===== src/rtl/spi_frame_pkg.sv =====
// Shared frame geometry and FSM state type for the SPI write-frame receiver.
package spi_frame_pkg;

  localparam int FRAME_BITS = 16;
  localparam int ADDR_W     = 7;
  localparam int DATA_W     = 8;
  localparam int CNT_W      = 5;

  // The counter stops at one past a full frame, so any long frame stays distinguishable.
  localparam logic [CNT_W-1:0] CNT_FRAME = 5'd16;
  localparam logic [CNT_W-1:0] CNT_SAT   = 5'd17;

  typedef enum logic {
    IDLE = 1'b0,
    RECV = 1'b1
  } state_e;

endpackage


===== src/rtl/sync_ff.sv =====
// Multi-flop synchronizer for one asynchronous pin, with a selectable reset level.
module sync_ff #(
  parameter int   DEPTH   = 2,
  parameter logic RST_VAL = 1'b0
) (
  input  logic clk,
  input  logic rst_n,
  input  logic d,
  output logic q
);

  logic [DEPTH-1:0] chain_q;
  logic [DEPTH-1:0] chain_d;

  always_comb begin
    chain_d = {chain_q[DEPTH-2:0], d};
  end

  always_ff @(posedge clk or negedge rst_n) begin
    if (!rst_n) chain_q <= {DEPTH{RST_VAL}};
    else        chain_q <= chain_d;
  end

  assign q = chain_q[DEPTH-1];

endmodule


===== src/rtl/spi_frame_rx.sv =====
// SPI mode-0 receiver for 16-bit write frames {rw, addr[6:0], data[7:0]} with
// synchronized pins, one-cycle valid/error pulses and held frame outputs.
module spi_frame_rx
  import spi_frame_pkg::*;
#(
  parameter int SYNC_STAGES = 2
) (
  input  logic              clk,
  input  logic              rst_n,
  input  logic              ncs,
  input  logic              sclk,
  input  logic              copi,
  output logic              frame_valid,
  output logic [ADDR_W-1:0] frame_addr,
  output logic [DATA_W-1:0] frame_data,
  output logic              frame_err,
  output logic              busy
);

  logic ncs_s, sclk_s, copi_s;
  logic ncs_dly_q, ncs_dly_d;
  logic sclk_dly_q, sclk_dly_d;
  logic ncs_fall, ncs_rise, sclk_rise;

  state_e                  state_q, state_d;
  logic [FRAME_BITS-1:0]   shift_q, shift_d;
  logic [CNT_W-1:0]        cnt_q, cnt_d;
  logic [ADDR_W-1:0]       addr_q, addr_d;
  logic [DATA_W-1:0]       data_q, data_d;
  logic                    valid_q, valid_d;
  logic                    err_q, err_d;

  // ncs idles high, so its chain resets to 1; a held-low ncs at release reads as a fall.
  sync_ff #(.DEPTH(SYNC_STAGES), .RST_VAL(1'b1)) u_sync_ncs (
    .clk(clk), .rst_n(rst_n), .d(ncs), .q(ncs_s));
  sync_ff #(.DEPTH(SYNC_STAGES), .RST_VAL(1'b0)) u_sync_sclk (
    .clk(clk), .rst_n(rst_n), .d(sclk), .q(sclk_s));
  sync_ff #(.DEPTH(SYNC_STAGES), .RST_VAL(1'b0)) u_sync_copi (
    .clk(clk), .rst_n(rst_n), .d(copi), .q(copi_s));

  assign ncs_fall  = ~ncs_s & ncs_dly_q;
  assign ncs_rise  = ncs_s & ~ncs_dly_q;
  assign sclk_rise = sclk_s & ~sclk_dly_q;

  always_comb begin
    ncs_dly_d  = ncs_s;
    sclk_dly_d = sclk_s;
    state_d    = state_q;
    shift_d    = shift_q;
    cnt_d      = cnt_q;
    addr_d     = addr_q;
    data_d     = data_q;
    valid_d    = 1'b0;
    err_d      = 1'b0;
    case (state_q)
      IDLE: begin
        if (ncs_fall) begin
          state_d = RECV;
          shift_d = '0;
          cnt_d   = '0;
        end
      end
      RECV: begin
        // A chip-select edge wins over a coincident sclk edge, which is dropped.
        if (ncs_rise) begin
          state_d = IDLE;
          if (cnt_q == CNT_FRAME) begin
            if (shift_q[FRAME_BITS-1]) begin
              addr_d  = shift_q[FRAME_BITS-2 -: ADDR_W];
              data_d  = shift_q[DATA_W-1:0];
              valid_d = 1'b1;
            end
          end else begin
            err_d = 1'b1;
          end
        end else if (sclk_rise) begin
          shift_d = {shift_q[FRAME_BITS-2:0], copi_s};
          if (cnt_q != CNT_SAT) cnt_d = cnt_q + 5'd1;
        end
      end
      default: state_d = IDLE;
    endcase
  end

  always_ff @(posedge clk or negedge rst_n) begin
    if (!rst_n) begin
      ncs_dly_q  <= 1'b1;
      sclk_dly_q <= 1'b0;
      state_q    <= IDLE;
      shift_q    <= '0;
      cnt_q      <= '0;
      addr_q     <= '0;
      data_q     <= '0;
      valid_q    <= 1'b0;
      err_q      <= 1'b0;
    end else begin
      ncs_dly_q  <= ncs_dly_d;
      sclk_dly_q <= sclk_dly_d;
      state_q    <= state_d;
      shift_q    <= shift_d;
      cnt_q      <= cnt_d;
      addr_q     <= addr_d;
      data_q     <= data_d;
      valid_q    <= valid_d;
      err_q      <= err_d;
    end
  end

  assign frame_valid = valid_q;
  assign frame_err   = err_q;
  assign frame_addr  = addr_q;
  assign frame_data  = data_q;
  assign busy        = (state_q == RECV);

endmodule


===== config.mk =====
export PLATFORM = sky130hd
export DESIGN_NAME = spi_frame_rx
export DESIGN_NICKNAME = d
export VERILOG_FILES = /design/src/rtl/spi_frame_pkg.sv /design/src/rtl/sync_ff.sv /design/src/rtl/spi_frame_rx.sv
export SDC_FILE = /design/constraint.sdc
export NUM_CORES = 1
export LEC_CHECK = 0
export ABC_AREA = 1
export CAP_MARGIN = 20
export CORE_UTILIZATION = 50
export DETAILED_ROUTE_END_ITERATION = 6
export PLACE_DENSITY_LB_ADDON = 0.12
export SYNTH_ARGS = -nofsm -noshare
export SYNTH_HDL_FRONTEND = slang
export SYNTH_SLANG_ARGS = --single-unit

===== constraint.sdc =====
create_clock -name clk -period 1.75 [get_ports clk]
set_clock_uncertainty 0.15 [all_clocks]
set_input_delay 0.35 -clock clk [delete_from_list [all_inputs] [get_ports clk]]
set_output_delay 0.35 -clock clk [all_outputs]
set_load 0.01 [all_outputs]

==> flow_metrics.env, run 1 <==
export IMPL_status="completed"
export IMPL_slew_viol_final=0
export IMPL_clk_latency_ns=0.30
export IMPL_area_growth_pct=22.13
export IMPL_clockBufferDepth=2
export IMPL_slew_headroom_pct=83.95
export IMPL_synth_area_leaders="dfrtp_1 (58%), nand2_1 (20%), o21ai_0 (4.8%)"
export IMPL_grt_first_pass_wirelength_um=5865
export IMPL_dp_cells=277
export IMPL_gp_congestion=0.7943
export IMPL_multi_input_area_um2=611.8
export IMPL_p_sw_mw=0.5610
export IMPL_setup_viol=0
export IMPL_numCtsBuffers=5
export IMPL_final_hold_viol_count=0
export IMPL_fin_ws_ns=0.04907
export IMPL_ir_drop_mv=0.5452
export IMPL_cp_num_buf_inv=1
export IMPL_yosysTopAreaCellShare_pct=58.32
export IMPL_synth_top_cell_by_area="dfrtp_1"
export IMPL_drtIter0Drc=75
export IMPL_fin_crit_sh_pct=97.20
export IMPL_track_usage_pct=19.32
export IMPL_post_drt_via_cell_ratio=4.920
export IMPL_cts_tree="done"
export IMPL_antenna_found_initial=0
export IMPL_p_per_area_nw_per_um2=944.5
export IMPL_worstHoldPathType="reg -> reg"
export IMPL_cp_required_ns=1.25
export IMPL_drt_pass1_iter_count=4
export IMPL_path_max_fanout=2
export IMPL_ios=23
export IMPL_pwr_share_seq_pct=54.9
export IMPL_max_freq_mhz=587.9
export IMPL_dpl_hpwl_um=2268
export IMPL_first_global_vias=1317
export IMPL_maxCapViolCount=0
export IMPL_holdWs_ns=0.2079
export IMPL_worst_pin_slew_ns=0.2407
export IMPL_ys_ff_latch=47
export IMPL_crit_slowest_cell="clkdlybuf4s50_1"
export IMPL_grt_max_degree=48
export IMPL_clkPwrFrac_pct=32.0
export IMPL_postRouteAntennaNets=0
export IMPL_routed_wl_um=3303
export IMPL_die_x_um=63.45
export IMPL_crit_chain="clkdlybuf4s50_1"
export IMPL_criticalPathCategory="reg -> out"
export IMPL_slowest_delay_ns=0.54
export IMPL_ys_warn_count=0
export IMPL_utilization_pct=66.49
export IMPL_root_buffer="clkbuf_8"
export IMPL_synth_avg_cell_area_um2=8.948
export IMPL_grt_overflow=0
export IMPL_initial_core_util_pct=54.44
export IMPL_synth_distinct_cells=18
export IMPL_final_cells=287
export IMPL_synth_fp_nets=219
export IMPL_startpoint_type="flop"
export IMPL_dieArea_um2=4026
export IMPL_num_nets_final=248
export IMPL_n_antenna_cell=0
export IMPL_drive_gt1_share_pct=9.959
export IMPL_htreeDepth=2
export IMPL_setup_tns_ns=0
export IMPL_fill_cells=287
export IMPL_synthCells=211
export IMPL_pwr_share_comb_pct=13.1
export IMPL_finalCriticalPeriod_ns=1.701
export IMPL_core_um2=3468
export IMPL_p_int_mw=1.617
export IMPL_port_buffers=22
export IMPL_ys_seq_area_share_pct=62.49
export IMPL_crit_family="buffers and inverters"
export IMPL_power_share_switching_pct=25.76
export IMPL_pre_cts_ws_ns=0.1513
export IMPL_row_count=21
export IMPL_synth_area_um2=1888
export IMPL_cts_sink_count=47
export IMPL_p_leak_nw=1.179
export IMPL_endpoint_kind="output port"
export IMPL_drcViolationCount=0
export IMPL_seq_area_um2=1180
export IMPL_path_clk_slew_ns=0.08
export IMPL_routedWlPerCell_um=11.51
export IMPL_die_y_um=63.45
export IMPL_crit_arrival_ns=1.20
export IMPL_dr_total_vias=1412
export IMPL_grt_setup_unrepaired="false"
-- power groups by stage --
stage                     logic (mW)  registers (mW)  clock network (mW)
after floorplan                0.168            1.21                   0
after global placement         0.268            1.21                   0
after detailed placement       0.275            1.22                   0
after CTS                      0.289            1.20               0.708
after global routing           0.335            1.21               0.756
final                          0.286            1.20               0.696
-- synthesized netlist by cell type --
master,count
nor2_1,8
buf_2,4
nand3_1,6
nand2_2,2
ha_1,3
clkbuf_1,2
inv_2,1
or2_2,1
buf_6,1
nor2_2,2
nand4_1,2
nand2_1,99
xnor2_1,1
inv_1,13
o21ai_0,18
clkinv_2,1
dfstp_2,3
dfrtp_1,44
-- sequential cells by signal (all words and copies together) (netlist names) --
register	count
frame_data	8
frame_addr	7
frame_valid	1
shift_q	16
cnt_q	5
sclk_dly_q	1
u_sync_sclk.chain_q	2
u_sync_ncs.chain_q	2
busy	1
ncs_dly_q	1
u_sync_copi.chain_q	2
frame_err	1
-- layout make-up --
type	count	share of cell area (%)
multi-input combinational	142	26.53
timing repair buffer	29	12.91
inverter	15	2.550
sequential	47	51.17
clock buffer	8	4.341
tap	46	2.496
-- repair_timing --
action	4_1_cts	5_1_grt
endpoints found under the setup margin	1	16
resized for setup	0	2
hold endpoints to repair	44	0
buffers inserted	1	0
hold buffers	1	0
-- kinds of logic after synthesis --
family	count (synthesis)	share of synthesized area, %
AO/OA/AOI/OAI	18	4.772
flip-flops	47	62.49
XOR/XNOR	1	0.4640
buffers and inverters	22	5.103
adder cells (fa/ha/maj)	3	1.988
AND/OR/NAND/NOR	120	25.18
-- cells in the final DEF, fill, tap and decap left out, drive strengths merged --
cell             n
dfstp            3
dlymetal6s2s     1
o21ai           18
nor2            10
inv             15
nand4            2
clkbuf           8
dfrtp           44
nand2          101
dlygate4sd3      1
xnor2            1
ha               3
or2              1
nand3            6
buf              7
clkdlybuf4s50   20
-- per-layer routing --
metal  up-vias  share of wire, %  global-route usage (%)  wire [µm]
met2        39                44                   28.99       1456
li1        706                 -                       -          -
met1       657                49                   26.16       1607
met4         0               2.3                   9.091         76
met3        10               4.9                   5.072        162
met5         -                 0                       0          0
-- path summary, 6_finish.rpt --
check	from	end	slack (ns)	depth (start not counted)
max	frame_data[0]	frame_data[0]	0.05	1
min	u_sync_sclk.chain_q[0]	u_sync_sclk.chain_q[1]	0.21	0
max reg2reg	busy	shift_q[6]	0.12	8
min reg2reg	u_sync_sclk.chain_q[0]	u_sync_sclk.chain_q[1]	0.21	0
max in group asynchronous	rst_n	ncs_dly_q	0.77	3
min in group asynchronous	rst_n	cnt_q[4]	0.40	3
-- through the flow --
stage | instance area (µm²) | power, mW
2_1_floorplan | 1888 | 1.379
3_3_place_gp | 2185 | 1.482
3_5_place_dp | 2185 | 1.495
4_1_cts | 2302 | 2.192
5_1_grt | 2306 | 2.300
6_report | 2306 | 2.178
Note: power is estimated with default switching activity, not from simulation.
==> inputs of run 2 (changes only) <==
--- a/config.mk
+++ b/config.mk
@@ -7,7 +7,10 @@
 export LEC_CHECK = 0
 export ABC_AREA = 1
 export CAP_MARGIN = 20
-export CORE_UTILIZATION = 50
+export CELL_PAD_IN_SITES_DETAIL_PLACEMENT = 1
+export CELL_PAD_IN_SITES_GLOBAL_PLACEMENT = 1
+export CORE_UTILIZATION = 41
+export CTS_CLUSTER_DIAMETER = 100
 export DETAILED_ROUTE_END_ITERATION = 6
 export PLACE_DENSITY_LB_ADDON = 0.12
 export SYNTH_ARGS = -nofsm -noshare
==> run 2 against run 1 <==
Compared with the run above:
- sequential share of layout area decreased by 0.52 points
- maximum frequency decreased by 0.20%
- clock-buffer cell count decreased by 1
- clock power increased by 3%
- first-iteration DRC count decreased by 2.7%
- core utilization decreased by 13 points
- total power increased by 1.2%
- worst hold slack improved by 0.00058 ns
- register-to-register slack got worse by 0.02 ns
- critical path type unchanged
==> flow_metrics.env, run 2 (synthesis results as in run 1) <==
export IMPL_ios=23
export IMPL_htreeDepth=2
export IMPL_slew_viol_final=0
export IMPL_fill_cells=521
export IMPL_seq_area_um2=1180
export IMPL_routed_wl_um=4094
export IMPL_power_total_mw=2.204
export IMPL_grt_first_pass_wirelength_um=7403
export IMPL_setup_tns_ns=0
export IMPL_cts_sink_count=47
export IMPL_routedWlPerCell_um=13.93
export IMPL_die_x_um=69.86
export IMPL_p_per_area_nw_per_um2=945.9
export IMPL_p_leak_nw=1.245
export IMPL_initial_core_util_pct=43.07
export IMPL_largest_reg_flops=16
export IMPL_drtIter0Drc=73
export IMPL_drt_pass1_iter_count=4
export IMPL_path_clk_slew_ns=0.09
export IMPL_drcViolationCount=0
export IMPL_cts_tree="done"
export IMPL_track_usage_pct=19.23
export IMPL_startpoint_type="flop"
export IMPL_layout_common_cells="nand2_1 (99), dfrtp_1 (44), clkdlybuf4s50_1 (16)"
export IMPL_port_buffers=22
export IMPL_ir_drop_mv=0.4301
export IMPL_final_hold_viol_count=0
export IMPL_criticalPathCategory="reg -> out"
export IMPL_num_nets_final=249
export IMPL_n_antenna_cell=0
export IMPL_worst_pin_slew_ns=0.3204
export IMPL_dpl_hpwl_um=2867
export IMPL_die_y_um=69.86
export IMPL_grt_setup_unrepaired="true"
export IMPL_fin_ws_ns=0.04572
export IMPL_grt_overflow=0
export IMPL_setup_viol=0
export IMPL_path_max_fanout=2
export IMPL_status="completed"
export IMPL_maxCapViolCount=0
export IMPL_dp_cells=284
export IMPL_root_buffer="clkbuf_8"
export IMPL_clk_latency_ns=0.30
export IMPL_final_cells=294
export IMPL_final_common_cell="nand2_1"
export IMPL_crit_slowest_cell="clkdlybuf4s50_1"
export IMPL_worstHoldPathType="reg -> reg"
export IMPL_post_drt_via_cell_ratio=4.891
export IMPL_drive_gt1_share_pct=11.57
export IMPL_crit_arrival_ns=1.20
export IMPL_row_count=24
export IMPL_max_freq_mhz=586.8
export IMPL_endpoint_kind="output port"
export IMPL_multi_input_area_um2=619.3
export IMPL_hold_depth=0
export IMPL_gp_congestion=0.8061
export IMPL_pre_cts_ws_ns=0.1678
export IMPL_largest_register="shift_q"
export IMPL_core_um2=4384
export IMPL_cp_num_buf_inv=1
export IMPL_grt_max_degree=33
export IMPL_postRouteAntennaNets=0
export IMPL_cp_required_ns=1.25
export IMPL_fin_crit_sh_pct=97.39
export IMPL_utilization_pct=53.14
export IMPL_first_global_vias=1572
export IMPL_area_growth_pct=23.39
export IMPL_numCtsBuffers=5
export IMPL_slowest_delay_ns=0.54
export IMPL_finalCriticalPeriod_ns=1.704
export IMPL_dieArea_um2=4880
export IMPL_path_depth=1
export IMPL_r2r_cells=8
export IMPL_crit_chain="clkdlybuf4s50_1"
export IMPL_dr_total_vias=1438
export IMPL_clockBufferDepth=2
export IMPL_crit_family="buffers and inverters"
export IMPL_slew_headroom_pct=78.64
export IMPL_antenna_found_initial=0
## run 2: changes by cell type in the layout (fill, tap and decap cells not counted), sizes merged
cell / before / now
clkdlybuf4s50: 20 / 16
dlymetal6s2s: 1 / 5
buf: 7 / 8
clkbuf: 8 / 7
clkinvlp: 0 / 1
## run 2: path summary, 6_finish.rpt
kind | slack (ns) | from | endpoint
setup reg to reg | 0.10 | busy | shift_q[0]
setup / recovery | 0.05 | frame_addr[0] | frame_addr[0]
hold reg to reg | 0.21 | u_sync_sclk.chain_q[0] | u_sync_sclk.chain_q[1]
hold / removal | 0.21 | u_sync_sclk.chain_q[0] | u_sync_sclk.chain_q[1]
max in group asynchronous | 0.52 | rst_n | shift_q[9]
min in group asynchronous | 0.31 | rst_n | shift_q[13]
## run 2: routing by layer
layer	up-vias	track usage (%)	part of all wire, %
li1	707	-	-
met5	-	0	0
met4	0	5.333	1.2
met1	698	24.64	47
met3	6	4.329	3.3
met2	27	32.80	49
## run 2: stage by stage
step	hold WS, ns	instance area, µm²
2_1_floorplan	-0.09559	1888
3_3_place_gp	0.1062	2187
3_5_place_dp	0.1044	2187
4_1_cts	0.2095	2308
5_1_grt	0.2189	2330
6_report	0.2085	2330
## run 2: where the power goes
group          leakage, nW  switching [mW]  internal, mW  total, mW
Sequential           0.630          0.0549          1.14       1.20
Clock               0.0505           0.356         0.359      0.715
Combinational        0.564           0.184         0.107      0.291
Total                 1.24           0.594          1.61       2.20
## run 2: repair_timing
action	CTS	global route
buffers inserted	1	0
resized for setup	0	11
hold endpoints to repair	9	0
endpoints found under the setup margin	1	12
hold buffers	1	0
## run 2: area by class of cell
cell class | instances | area share (%)
sequential | 47 | 50.64
multi-input combinational | 142 | 26.58
timing repair buffer | 30 | 13.00
clock buffer | 7 | 4.135
tap | 52 | 2.793
inverter | 15 | 2.524
clock inverter | 1 | 0.3222
==> inputs of run 3 (changes only) <==
--- a/config.mk
+++ b/config.mk
@@ -9,10 +9,11 @@
 export CAP_MARGIN = 20
 export CELL_PAD_IN_SITES_DETAIL_PLACEMENT = 1
 export CELL_PAD_IN_SITES_GLOBAL_PLACEMENT = 1
-export CORE_UTILIZATION = 41
+export CORE_UTILIZATION = 40
 export CTS_CLUSTER_DIAMETER = 100
 export DETAILED_ROUTE_END_ITERATION = 6
 export PLACE_DENSITY_LB_ADDON = 0.12
 export SYNTH_ARGS = -nofsm -noshare
 export SYNTH_HDL_FRONTEND = slang
+export SYNTH_HIERARCHICAL = 1
 export SYNTH_SLANG_ARGS = --single-unit
==> constraint.sdc (replaced) <==
create_clock -name clk -period 1.9 [get_ports clk]
set_clock_uncertainty 0.15 [all_clocks]
set_input_delay 0.38 -clock clk [delete_from_list [all_inputs] [get_ports clk]]
set_output_delay 0.38 -clock clk [all_outputs]
set_load 0.01 [all_outputs]
==> run 3 against run 2 <==
Compared with the run above:
- the run now ends with design-rule violations left
- via count decreased by 0.83%
- clock power decreased by 21%
- final cell count decreased by 0.68%
- sequential power decreased by 8%
- critical endpoint is now busy
==> flow_metrics.env, run 3 <==
export IMPL_status="finished with violations"
export IMPL_violations="design-rule violations"
export IMPL_synth_distinct_cells=18
export IMPL_crit_family="buffers and inverters"
export IMPL_maxCapViolCount=0
export IMPL_crit_slowest_cell="clkdlybuf4s50_1"
export IMPL_die_x_um=70.71
export IMPL_routed_wl_um=3897
export IMPL_startpoint_type="flop"
export IMPL_grt_first_pass_wirelength_um=7107
export IMPL_final_hold_viol_count=0
export IMPL_dieArea_um2=4999
export IMPL_layout_common_cells="nand2_1 (99), dfrtp_1 (44), clkdlybuf4s50_1 (21)"
export IMPL_met3_usage_pct=3.989
export IMPL_ir_drop_mv=0.4858
export IMPL_drive_gt1_share_pct=9.167
export IMPL_synth_edf_count=0
export IMPL_cp_required_ns=1.37
export IMPL_port_buffers=22
export IMPL_antenna_found_initial=0
export IMPL_row_count=24
export IMPL_initial_core_util_pct=42.48
export IMPL_power_total_mw=1.923
export IMPL_async_flop_share_pct=100.0
export IMPL_worst_pin_slew_ns=0.3526
export IMPL_num_nets_final=247
export IMPL_grt_overflow=0
export IMPL_final_common_cell="nand2_1"
export IMPL_numCtsBuffers=5
export IMPL_ios=23
export IMPL_grt_max_degree=33
export IMPL_holdWs_ns=0.2076
export IMPL_r2r_cells=7
export IMPL_grt_use_met1_pct=22.74
export IMPL_synth_flop_cell="dfrtp_1"
export IMPL_largest_register="shift_q"
export IMPL_r2r_end="cnt_q[2]"
export IMPL_crit_chain="clkdlybuf4s50_1"
export IMPL_cts_setup_buffers=0
export IMPL_n_antenna_cell=0
export IMPL_drtIter0Drc=60
export IMPL_criticalPathCategory="reg -> out"
export IMPL_slew_viol_final=0
export IMPL_synth_top_cell_by_area="dfrtp_1"
export IMPL_groute_layer_met2_usage_pct=30.88
export IMPL_fin_crit_sh_pct=93.59
export IMPL_worstHoldStart="u_sync_copi/chain_q[0]"
export IMPL_busiest_layer="met2"
export IMPL_postRouteAntennaNets=0
export IMPL_htreeDepth=2
export IMPL_largest_reg_flops=16
export IMPL_slew_headroom_pct=76.49
export IMPL_clk_latency_ns=0.29
export IMPL_path_max_fanout=5
export IMPL_first_global_vias=1513
export IMPL_ys_warn_count=6
export IMPL_ys_seq_area_share_pct=62.49
export IMPL_drcViolationCount=4
export IMPL_dpl_hpwl_um=2814
export IMPL_synth_fp_nets=219
export IMPL_setup_viol=0
export IMPL_yosysMostFrequentCell="nand2_1"
export IMPL_fin_ws_ns=0.1218
export IMPL_hold_depth=0
export IMPL_pre_cts_ws_ns=0.3144
export IMPL_synth_common_cells="nand2_1 (99), dfrtp_1 (44), o21ai_0 (18), inv_1 (13), nor2_1 (8)"
export IMPL_p_leak_nw=1.141
export IMPL_max_freq_mhz=562.4
export IMPL_die_y_um=70.71
export IMPL_timing_rr_start="busy"
export IMPL_path_clk_slew_ns=0.07
export IMPL_cp_num_buf_inv=1
export IMPL_setup_tns_ns=0
export IMPL_clockBufferDepth=2
export IMPL_cts_tree="done"
export IMPL_rrSetupSlack_ns=0.33
export IMPL_hold_path_end="u_sync_copi/chain_q[1]"
export IMPL_post_drt_via_cell_ratio=4.884
export IMPL_cts_sink_count=47
export IMPL_area_growth_pct=20.28
export IMPL_finalCriticalPeriod_ns=1.778
export IMPL_endpoint_kind="output port"
export IMPL_worstHoldPathType="reg -> reg"
export IMPL_drt_pass1_iter_count=6
export IMPL_synth_area_um2=1888
export IMPL_routedWlPerCell_um=13.35
export IMPL_grt_setup_unrepaired="false"
export IMPL_yosysTopAreaCellShare_pct=58.32
export IMPL_synth_avg_cell_area_um2=8.948
export IMPL_p_per_area_nw_per_um2=846.7
export IMPL_crit_arrival_ns=1.25
export IMPL_ys_ff_latch=47
export IMPL_root_buffer="clkbuf_8"
export IMPL_slowest_delay_ns=0.56
export IMPL_gp_congestion=0.7685
export IMPL_synth_area_leaders="dfrtp_1 (58%), nand2_1 (20%), o21ai_0 (4.8%)"
export IMPL_synthCells=211
export IMPL_core_um2=4444
export IMPL_track_usage_pct=17.81
export IMPL_dr_total_vias=1426
## run 3: cell counts after synthesis
Identical to the previous run, type by type.
## run 3: cell type report
| class | count | area [µm²] |
|---|---|---|
| multi-input cells | 142 | 611.8 |
| fillers | 530 | 2173 |
| well taps | 52 | 65.06 |
| repair buffers | 28 | 275.3 |
| inverters | 15 | 57.56 |
| flip-flops and latches | 47 | 1180 |
| clock buffers | 7 | 76.32 |
| clock inverters | 1 | 5.005 |
## run 3: repair_timing
item | CTS | global route
hold endpoints to repair | 44 | 0
resized for setup | 0 | 0
hold buffers | 1 | 0
## run 3: layer usage
layer  up-vias  wire length [µm]
li1        698                 -
met1       702              1833
met2        20              1920
met3         6               101
met4         0                40
met5         -                 0
## run 3: worst reg2reg max path: cells and delay by family (launching register included)
kind / cells / cell delay, ns
buffers and inverters: 2 / 0.34
flip-flops: 1 / 0.41
AND/OR/NAND/NOR: 5 / 0.63
## run 3: power breakdown
group | internal [mW] | total, mW | leakage (nW) | switching (mW)
clock | 0.259 | 0.565 | 0.0422 | 0.306
combinational | 0.0940 | 0.253 | 0.469 | 0.159
sequential | 1.05 | 1.10 | 0.630 | 0.0522
total | 1.41 | 1.92 | 1.14 | 0.518
## run 3: through the flow
step / cells / area (µm²) / utilization (%)
after floorplan: 211 / 1888 / -
after global placement: 283 / 2180 / 49.04
after detailed placement: 283 / 2180 / 49.04
after CTS: 292 / 2271 / 51.10
after global routing: 292 / 2271 / 51.10
final: 292 / 2271 / 51.10
## run 3: cells by family after synthesis
logic type / count (synthesis) / share of synthesized area (%)
compound gates: 18 / 4.772
flops: 47 / 62.49
buf+inv: 22 / 5.103
simple gates: 120 / 25.18
xor+xnor: 1 / 0.4640
fa+ha+maj: 3 / 1.988
## run 3: worst max-delay path by stage
stage / start / to / depth (start not counted) / slack [ns]
after floorplan: cnt_q[0] / frame_addr[0] / 9 / 0.47
after global placement: busy / cnt_q[0] / 7 / 0.40
after detailed placement: busy / cnt_q[2] / 7 / 0.31
after CTS: busy / busy / 1 / 0.1
after global routing: busy / busy / 1 / 0.04
final: busy / busy / 1 / 0.12
